===== src/rtl/code25_serial_tx_if.sv =====
// Digit handshake between a BCD source and the 2-of-5 serial transmitter.
interface code25_serial_tx_if;
  logic [3:0] digit_in;
  logic       digit_valid;
  logic       digit_ready;

  modport master (output digit_in, output digit_valid, input digit_ready);
  modport slave  (input digit_in, input digit_valid, output digit_ready);
endinterface


===== src/rtl/code25_serial_tx.sv =====
// 2-of-5 digit transmitter: encodes an accepted BCD digit and shifts E1..E5 out serially.
// Optional rejected-digit counter (err_count) is built when CODE25_ERRCNT_EN is defined.
module code25_serial_tx #(
  parameter int unsigned BIT_CYCLES = 4,
  parameter int unsigned GAP_CYCLES = 2
) (
  input  logic              clk,
  input  logic              rst,
  code25_serial_tx_if.slave dig,
  output logic              ser_out,
  output logic              frame_active,
  output logic [4:0]        code_out,
  output logic              err_invalid
`ifdef CODE25_ERRCNT_EN
  ,
  output logic [7:0]        err_count
`endif
);

  localparam int unsigned CNT_MAX  = (BIT_CYCLES > GAP_CYCLES) ? BIT_CYCLES : GAP_CYCLES;
  localparam int unsigned CNT_W    = (CNT_MAX > 1) ? $clog2(CNT_MAX) : 1;
  localparam int unsigned BIT_LAST = BIT_CYCLES - 1;
  localparam int unsigned GAP_LAST = (GAP_CYCLES > 0) ? GAP_CYCLES - 1 : 0;

  localparam logic [1:0] S_IDLE = 2'd0;
  localparam logic [1:0] S_SEND = 2'd1;
  localparam logic [1:0] S_GAP  = 2'd2;

  logic [1:0]       state, state_nxt;
  logic [4:0]       shreg, shreg_nxt;
  logic [2:0]       bit_idx, bit_idx_nxt;
  logic [CNT_W-1:0] cnt, cnt_nxt;
  logic [4:0]       code_nxt;
  logic             err_nxt;
  logic             digit_ready_q;

  assign dig.digit_ready = digit_ready_q;

  // 2-of-5 code table, E1 in bit 4; non-BCD inputs never reach the shifter.
  function automatic logic [4:0] encode(input logic [3:0] d);
    case (d)
      4'd0:    encode = 5'b00011;
      4'd1:    encode = 5'b00101;
      4'd2:    encode = 5'b11000;
      4'd3:    encode = 5'b01001;
      4'd4:    encode = 5'b01010;
      4'd5:    encode = 5'b10001;
      4'd6:    encode = 5'b00110;
      4'd7:    encode = 5'b10010;
      4'd8:    encode = 5'b01100;
      4'd9:    encode = 5'b10100;
      default: encode = 5'b00000;
    endcase
  endfunction

  // State register
  always_ff @(posedge clk) begin
    if (rst) state <= S_IDLE;
    else     state <= state_nxt;
  end

  // Next-state and datapath decisions
  always_comb begin
    state_nxt   = state;
    shreg_nxt   = shreg;
    bit_idx_nxt = bit_idx;
    cnt_nxt     = cnt;
    code_nxt    = code_out;
    err_nxt     = 1'b0;
    case (state)
      S_IDLE: begin
        if (dig.digit_valid) begin
          if (dig.digit_in <= 4'd9) begin
            shreg_nxt   = encode(dig.digit_in);
            code_nxt    = encode(dig.digit_in);
            bit_idx_nxt = 3'd0;
            cnt_nxt     = '0;
            state_nxt   = S_SEND;
          end else begin
            err_nxt = 1'b1;
          end
        end
      end
      S_SEND: begin
        if (cnt == CNT_W'(BIT_LAST)) begin
          cnt_nxt = '0;
          if (bit_idx == 3'd4) begin
            state_nxt = (GAP_CYCLES > 0) ? S_GAP : S_IDLE;
          end else begin
            bit_idx_nxt = bit_idx + 3'd1;
            shreg_nxt   = {shreg[3:0], 1'b0};
          end
        end else begin
          cnt_nxt = cnt + CNT_W'(1);
        end
      end
      S_GAP: begin
        if (cnt == CNT_W'(GAP_LAST)) begin
          cnt_nxt   = '0;
          state_nxt = S_IDLE;
        end else begin
          cnt_nxt = cnt + CNT_W'(1);
        end
      end
      default: state_nxt = S_IDLE;
    endcase
  end

  // Datapath and registered outputs, derived from the upcoming state so they align with it
  always_ff @(posedge clk) begin
    if (rst) begin
      shreg         <= '0;
      bit_idx       <= '0;
      cnt           <= '0;
      code_out      <= '0;
      err_invalid   <= 1'b0;
      ser_out       <= 1'b0;
      frame_active  <= 1'b0;
      digit_ready_q <= 1'b1;
    end else begin
      shreg         <= shreg_nxt;
      bit_idx       <= bit_idx_nxt;
      cnt           <= cnt_nxt;
      code_out      <= code_nxt;
      err_invalid   <= err_nxt;
      ser_out       <= (state_nxt == S_SEND) && shreg_nxt[4];
      frame_active  <= (state_nxt == S_SEND);
      digit_ready_q <= (state_nxt == S_IDLE);
    end
  end

`ifdef CODE25_ERRCNT_EN
  // Saturating count of rejected digits
  always_ff @(posedge clk) begin
    if (rst)                            err_count <= '0;
    else if (err_nxt && err_count != 8'hFF) err_count <= err_count + 8'd1;
  end
`endif

endmodule

===== src/flat_wrapper.sv =====
// flat-port wrapper written by rule: the top's interface ports become plain ports
module code25_serial_tx_flat 
#(
  parameter int unsigned BIT_CYCLES = 4,
  parameter int unsigned GAP_CYCLES = 2
)
  (clk, rst, ser_out, frame_active, code_out, err_invalid, dig_digit_in, dig_digit_valid, dig_digit_ready);
  code25_serial_tx_if dig_i ();
  input  logic clk;
  input  logic rst;
  output logic ser_out;
  output logic frame_active;
  output logic [4:0] code_out;
  output logic err_invalid;
  input wire logic [$bits(dig_i.digit_in)-1:0] dig_digit_in;
  input wire logic [$bits(dig_i.digit_valid)-1:0] dig_digit_valid;
  output wire logic [$bits(dig_i.digit_ready)-1:0] dig_digit_ready;
  assign dig_i.digit_in = dig_digit_in;
  assign dig_i.digit_valid = dig_digit_valid;
  assign dig_digit_ready = dig_i.digit_ready;
  code25_serial_tx #(.BIT_CYCLES(BIT_CYCLES), .GAP_CYCLES(GAP_CYCLES)) u_core (.clk(clk), .rst(rst), .dig(dig_i), .ser_out(ser_out), .frame_active(frame_active), .code_out(code_out), .err_invalid(err_invalid));
endmodule

===== config.mk =====
export PLATFORM = sky130hd
export DESIGN_NAME = code25_serial_tx_flat
export DESIGN_NICKNAME = d
export VERILOG_FILES = /design/src/rtl/code25_serial_tx_if.sv /design/src/rtl/code25_serial_tx.sv /design/src/flat_wrapper.sv
export SDC_FILE = /design/constraint.sdc
export NUM_CORES = 1
export LEC_CHECK = 0
export BUFFER_PORTS_ARGS = -buffer_cell sky130_fd_sc_hd__buf_2
export CORE_AREA = 3 3 51 49
export DETAILED_ROUTE_END_ITERATION = 8
export DIE_AREA = 0 0 54 52
export PLACE_DENSITY = 0.85
export SLEW_MARGIN = 20
export SYNTH_ARGS = -nofsm -noshare
export SYNTH_HDL_FRONTEND = slang
export SYNTH_SLANG_ARGS = --single-unit

===== constraint.sdc =====
create_clock -name clk -period 4.45 [get_ports clk]
set_clock_uncertainty 0.05 [all_clocks]
set_input_delay 0.2225 -clock clk [delete_from_list [all_inputs] [get_ports clk]]
set_output_delay 0.2225 -clock clk [all_outputs]
set_load 0.02 [all_outputs]

* After elaboration in Yosys (flattened, before gate mapping)
Memories as Yosys holds them, arrays and structs flattened. A register that Yosys moved wholly into a read port is not among the register bits. Index checks and enable logic that the tools add are counted.
Operators by class: add/subtract/negate cells 2, bitwise operators 2, equal/unequal tests 10, reductions and logical operators 9, mux-type cells 22, magnitude comparators 1
Operator list (count):
- 2-to-1 mux 5 bit | 4
- 2-to-1 mux 2 bit | 9
- 2-to-1 mux 3 bit | 4
- case mux 2 bit (3 select lines) | 2
- case mux 5 bit (2 select lines) | 1
- == test 2 x 1 -> 1 bit, second input constant | 3
- case mux 3 bit (2 select lines) | 1
- AND reduction 3 bit | 2
- AND reduction 5 bit | 1
- == test 2 bit, second input constant | 2
- less-or-equal comparator 4 bit, second input constant | 1
- zero test 2 bit | 2
- != test 2 x 1 -> 1 bit, second input constant | 2
- != test 2 bit, second input constant | 2
- adder 3 x 1 -> 3 bit, second input constant | 1
- == test 3 bit, second input constant | 1
- nonzero test 3 bit | 1
- OR reduction 3 bit | 1
- adder 2 x 1 -> 2 bit, second input constant | 1
- inverter 1 bit | 2
- nonzero test 2 bit | 1
- logical AND 1 bit | 1
- 2-to-1 mux 1 bit | 1
Storage, ports and cells: register bits 16, memories kept 2, output and inout port bits 9, ROM bits 160
Memories:
- (name not given) | words 16, bits a word 5, rd ports 1, clocked after memory_dff 0, write ports 0, RTL line code25_serial_tx.sv:41 | case (d)
- (name not given) | words 16, bits a word 5, rd ports 1, clocked after memory_dff 1, write ports 0, RTL line code25_serial_tx.sv:41

* Depth between registers and ports, before layout
depth after elaboration 6, mapped depth 8, mapped depth without buffers 7

* Least setup slack after synthesis
Ideal clock, no wire load.
path kind reg2reg, start point register u_core.state[0], end point register u_core.bit_idx[2], cell stages (with the launch flop) 7, buffers on the path 1, setup slack 2707 ps, setup time 86 ps, arrival time 1607 ps, clock period less this slack 1743 ps, cells stage by stage dfxtp_1 inv_1 ha_1 buf_2 a21boi_4 or4_4 a221oi_2
On the way: word-level cells in the longest chain between the ends 3, elaborated cells between the ends (all ways) 9, classes of those cells eq/ne: 5; mux: 1; reduce/logical: 3
Ends and longest elaborated chain:
- from (decl) | RTL line code25_serial_tx.sv:29 | logic [1:0] state, state_nxt;
- from (signal assigned) | RTL line code25_serial_tx.sv:59 | else state <= state_nxt;
- == test 2 x 1 -> 1 bit or zero test 2 bit (tied branches) | RTL line code25_serial_tx.sv:70 | case (state)
- != test 2 x 1 -> 1 bit (no line) (tied with other cells)
- AND reduction 5 bit (no line)
- to (signal assigned) | RTL line code25_serial_tx.sv:122 | bit_idx <= bit_idx_nxt;
- to (decl) | RTL line code25_serial_tx.sv:31 | logic [2:0] bit_idx, bit_idx_nxt;
Several ways; a longest one is shown, not always the timed one. A chain may end at the register's enable or synchronous reset.

* Final worst setup path
Ends and elaborated chain as after synthesis.

==> impl_metrics.csv <==
group,metric,value,unit
global_routing,grt_pass1_vias,852,
placement,portBuffers,15,
sta,hold_viol_final,0,
detailed_routing,first_iter_violations,17,
sta,finalCritPeriodShare,41.7,%
yosys,syn_inst,131,
detailed_routing,wl_per_cell,13.7,um
yosys,yosys.area.top_type,"dfxtp_1",
clock_network,cts_max_level,1,
yosys,yosysMostFrequentCell,"dfxtp_1",
worst_setup_path,crit_required,4630,ps
min_path,hold_class,"in2reg",
global_routing,grt_usage,18.3,%
pwr,peakVddDrop,179,uV
worst_setup_path,path_cells,"inv_1, ha_1, a21boi_4, or4_4, a221oi_2",
clock_network,cts_sinks,21,
yosys,ys_warn_count,0,
clock_network,clkTransAtPathRegs,110,ps
sta,fmax,0.539,GHz
finish,final_core_util,61.4,%
global_routing,grt_overflow,0,
floorplan,num_io_pins,16,
pwr,powerDensity,295,nW/um^2
detailed_routing,ant_nets,0,
clock_network,clkLatencyLatePin,300,ps
pwr,p_leak,0.488,nW
yosys,yosys-top-cells-area,"dfxtp_1 36%, ha_1 9.7%, a21oi_1 5.2%, nor2_1 4.2%, o21ai_0 3.9%",
worst_setup_path,path_buf_inv,1,
placement,place_congestion,0.866,
global_routing,antenna_found_initial,0,
placement,dp.final_hpwl,1.83,mm
worst_setup_path,startpoint_type,"flop",
finish,area_growth,9.17,%
finish,n_antenna_cell,0,
worst_setup_path,ff2ff_setup_slack,2600,ps
clock_network,cts_tree,"built",
sta,drv_slew,0,
pwr,total_power,0.000373,W
detailed_routing,via_count,1025,
yosys,ys_seq_area_share,36.2,%
min_path,hold_start,"dig_digit_valid",
worst_setup_path,timing.rr.start,"u_core.state[0]$_SDFF_PP0_",
sta,grt_setup_unrepaired,"no",
global_routing,grt_max_degree,19,
detailed_routing,drcViolationCount,0,
floorplan,dieWidth,54,um
global_routing,grt_pass1_wl,3.77,mm
sta,period_needed,1850,ps
yosys,synthDistinctLibCells,40,
clock_network,cts-root-buf,"clkbuf_4",
clock_network,clock_path_buffers,2,
min_path,hold-path-endpoint,"u_core.code_out[4]$_SDFFE_PP0P_",
sta,slew_headroom,68.6,%
worst_setup_path,worstPathArrival,2030,ps
min_path,hold_path_depth,2,
sta,worst_pin_slew,468,ps
yosys,async_reset_ff_share,0,%
sta,setup_viol,0,
worst_setup_path,endpoint_kind,"flop",
yosys,syn_area_per_cell,8.85,um^2
worst_setup_path,r2r-end,"u_core.bit_idx[2]$_SDFFE_PP0P_",
clock_network,cts.repair.resized,0,
worst_setup_path,worst_path_max_delay_cell,"or4_4",
floorplan,rows,16,
clock_network,cts_setup_buffers,0,
worst_setup_path,critPathMaxStageDelay,490,ps
finish,drive_gt1_share,18.6,%
floorplan,die_area,2810,um^2
yosys,ys_seq_elements,21,
detailed_routing,vias_per_cell,5.96,
worst_setup_path,rr_worst_depth,5,
yosys,synth_flop_cell,"dfxtp_1",
clock_network,hold_buffers,0,
finish,fin_nets,162,
sta,setup_tns,0,ps
outcome,status,"completed",
worst_setup_path,cp_top_family,"simple AND/OR/NAND/NOR gates",
yosys,syn-cell-area,1160,um^2
floorplan,initial_utilization,56.2,%
floorplan,core_area,2060,um^2
detailed_routing,wl,2.36,mm
worst_setup_path,worstSetupPathType,"reg2reg",
sta,hold_slack,158,ps
yosys,ys_top_cells_by_count,"21 x dfxtp_1, 13 x nor2_1, 12 x a21oi_1",
floorplan,die_h,52,um
yosys,synth_enable_flop_cells,0,
clock_network,cts_buffers,3,
yosys,synth_nets,147,
detailed_routing,dr.pass1.iters,5,
worst_setup_path,critPathMaxFanout,10,
yosys,synth_top_area_share,36.2,%
job,max_cap_viol_count,0,
==> layer usage <==
layer	GRT usage [%]	up-vias	routed length, um
met5	0	-	0
li1	-	505	-
met3	3.44	8	173
met2	27.6	47	1080
met1	24.7	465	1050
met4	8.71	0	61
==> cells in the final DEF, fill, tap and decap left out, drive strengths merged, types with 2 or more instances in the layout <==
cell type and count:
a2111oi 2, a211oi 3, a21oi 12, a221oi 2
a311oi 3, buf 15, clkbuf 4, dfxtp 21
ha 9, inv 9, nand2 9, nand3 4
nand4 4, nor2 13, nor2b 2, nor3 3
o21ai 10, or3 2
==> flip-flops by register name, indices dropped and copies added (netlist names), 2 cells and up <==
| name | flops |
|---|---|
| u_core.shreg | 5 |
| u_core.bit_idx | 3 |
| u_core.code_out | 5 |
| u_core.state | 2 |
| u_core.cnt | 2 |
==> power breakdown <==
group          internal, W   total, W  switching [W]
Sequential        0.000199   0.000204     0.00000523
Combinational    0.0000275  0.0000795      0.0000520
Clock            0.0000350  0.0000897      0.0000548
==> final cells by class <==
cell class                      instances  area, um^2
Multi-Input combinational cell         96         677
Sequential cell                        21         420
Tap cell                               27        33.8
Fill cell                             189         796
Timing Repair Buffer                   15        75.1
Inverter                                9        33.8
Clock buffer                            4        26.3
==> worst max path at each step <==
| stage | from | endpoint | slack, ps | cells past startpoint |
|---|---|---|---|---|
| after floorplan | u_core.state[0]$_SDFF_PP0_ | u_core.bit_idx[2]$_SDFFE_PP0P_ | 2710 | 6 |
| after global placement | u_core.state[0]$_SDFF_PP0_ | u_core.bit_idx[2]$_SDFFE_PP0P_ | 2680 | 5 |
| after detailed placement | u_core.state[1]$_SDFF_PP0_ | u_core.bit_idx[2]$_SDFFE_PP0P_ | 2610 | 6 |
| after CTS | u_core.state[1]$_SDFF_PP0_ | u_core.bit_idx[2]$_SDFFE_PP0P_ | 2590 | 6 |
| after global routing | u_core.state[1]$_SDFF_PP0_ | u_core.ser_out$_SDFF_PP0_ | 2450 | 6 |
| final | u_core.state[0]$_SDFF_PP0_ | u_core.bit_idx[2]$_SDFFE_PP0P_ | 2600 | 5 |
==> per-stage QoR <==
stage                     cells  setup slack, ps  instance area (um^2)
after floorplan             131             2710                  1160
after global placement      168             2680                  1240
after detailed placement    168             2610                  1240
after CTS                   172             2590                  1270
after global routing        172             2450                  1270
final                       172             2600                  1270
==> kinds of logic (layout without fill, tap and decap cells) <==
group / after synthesis / after routing / share of synthesized area [%]
muxes: 1 / 1 / 0.971
and+or+nand+nor: 42 / 42 / 17.7
xor gates and xnor gates: 1 / 1 / 0.755
buffers and inverters: 14 / 28 / 5.39
DFF: 21 / 21 / 36.2
AOI/OAI and AO/OA: 43 / 43 / 29.2
adders and majority gates: 9 / 9 / 9.71
Note: power is estimated with default switching activity, not from simulation.
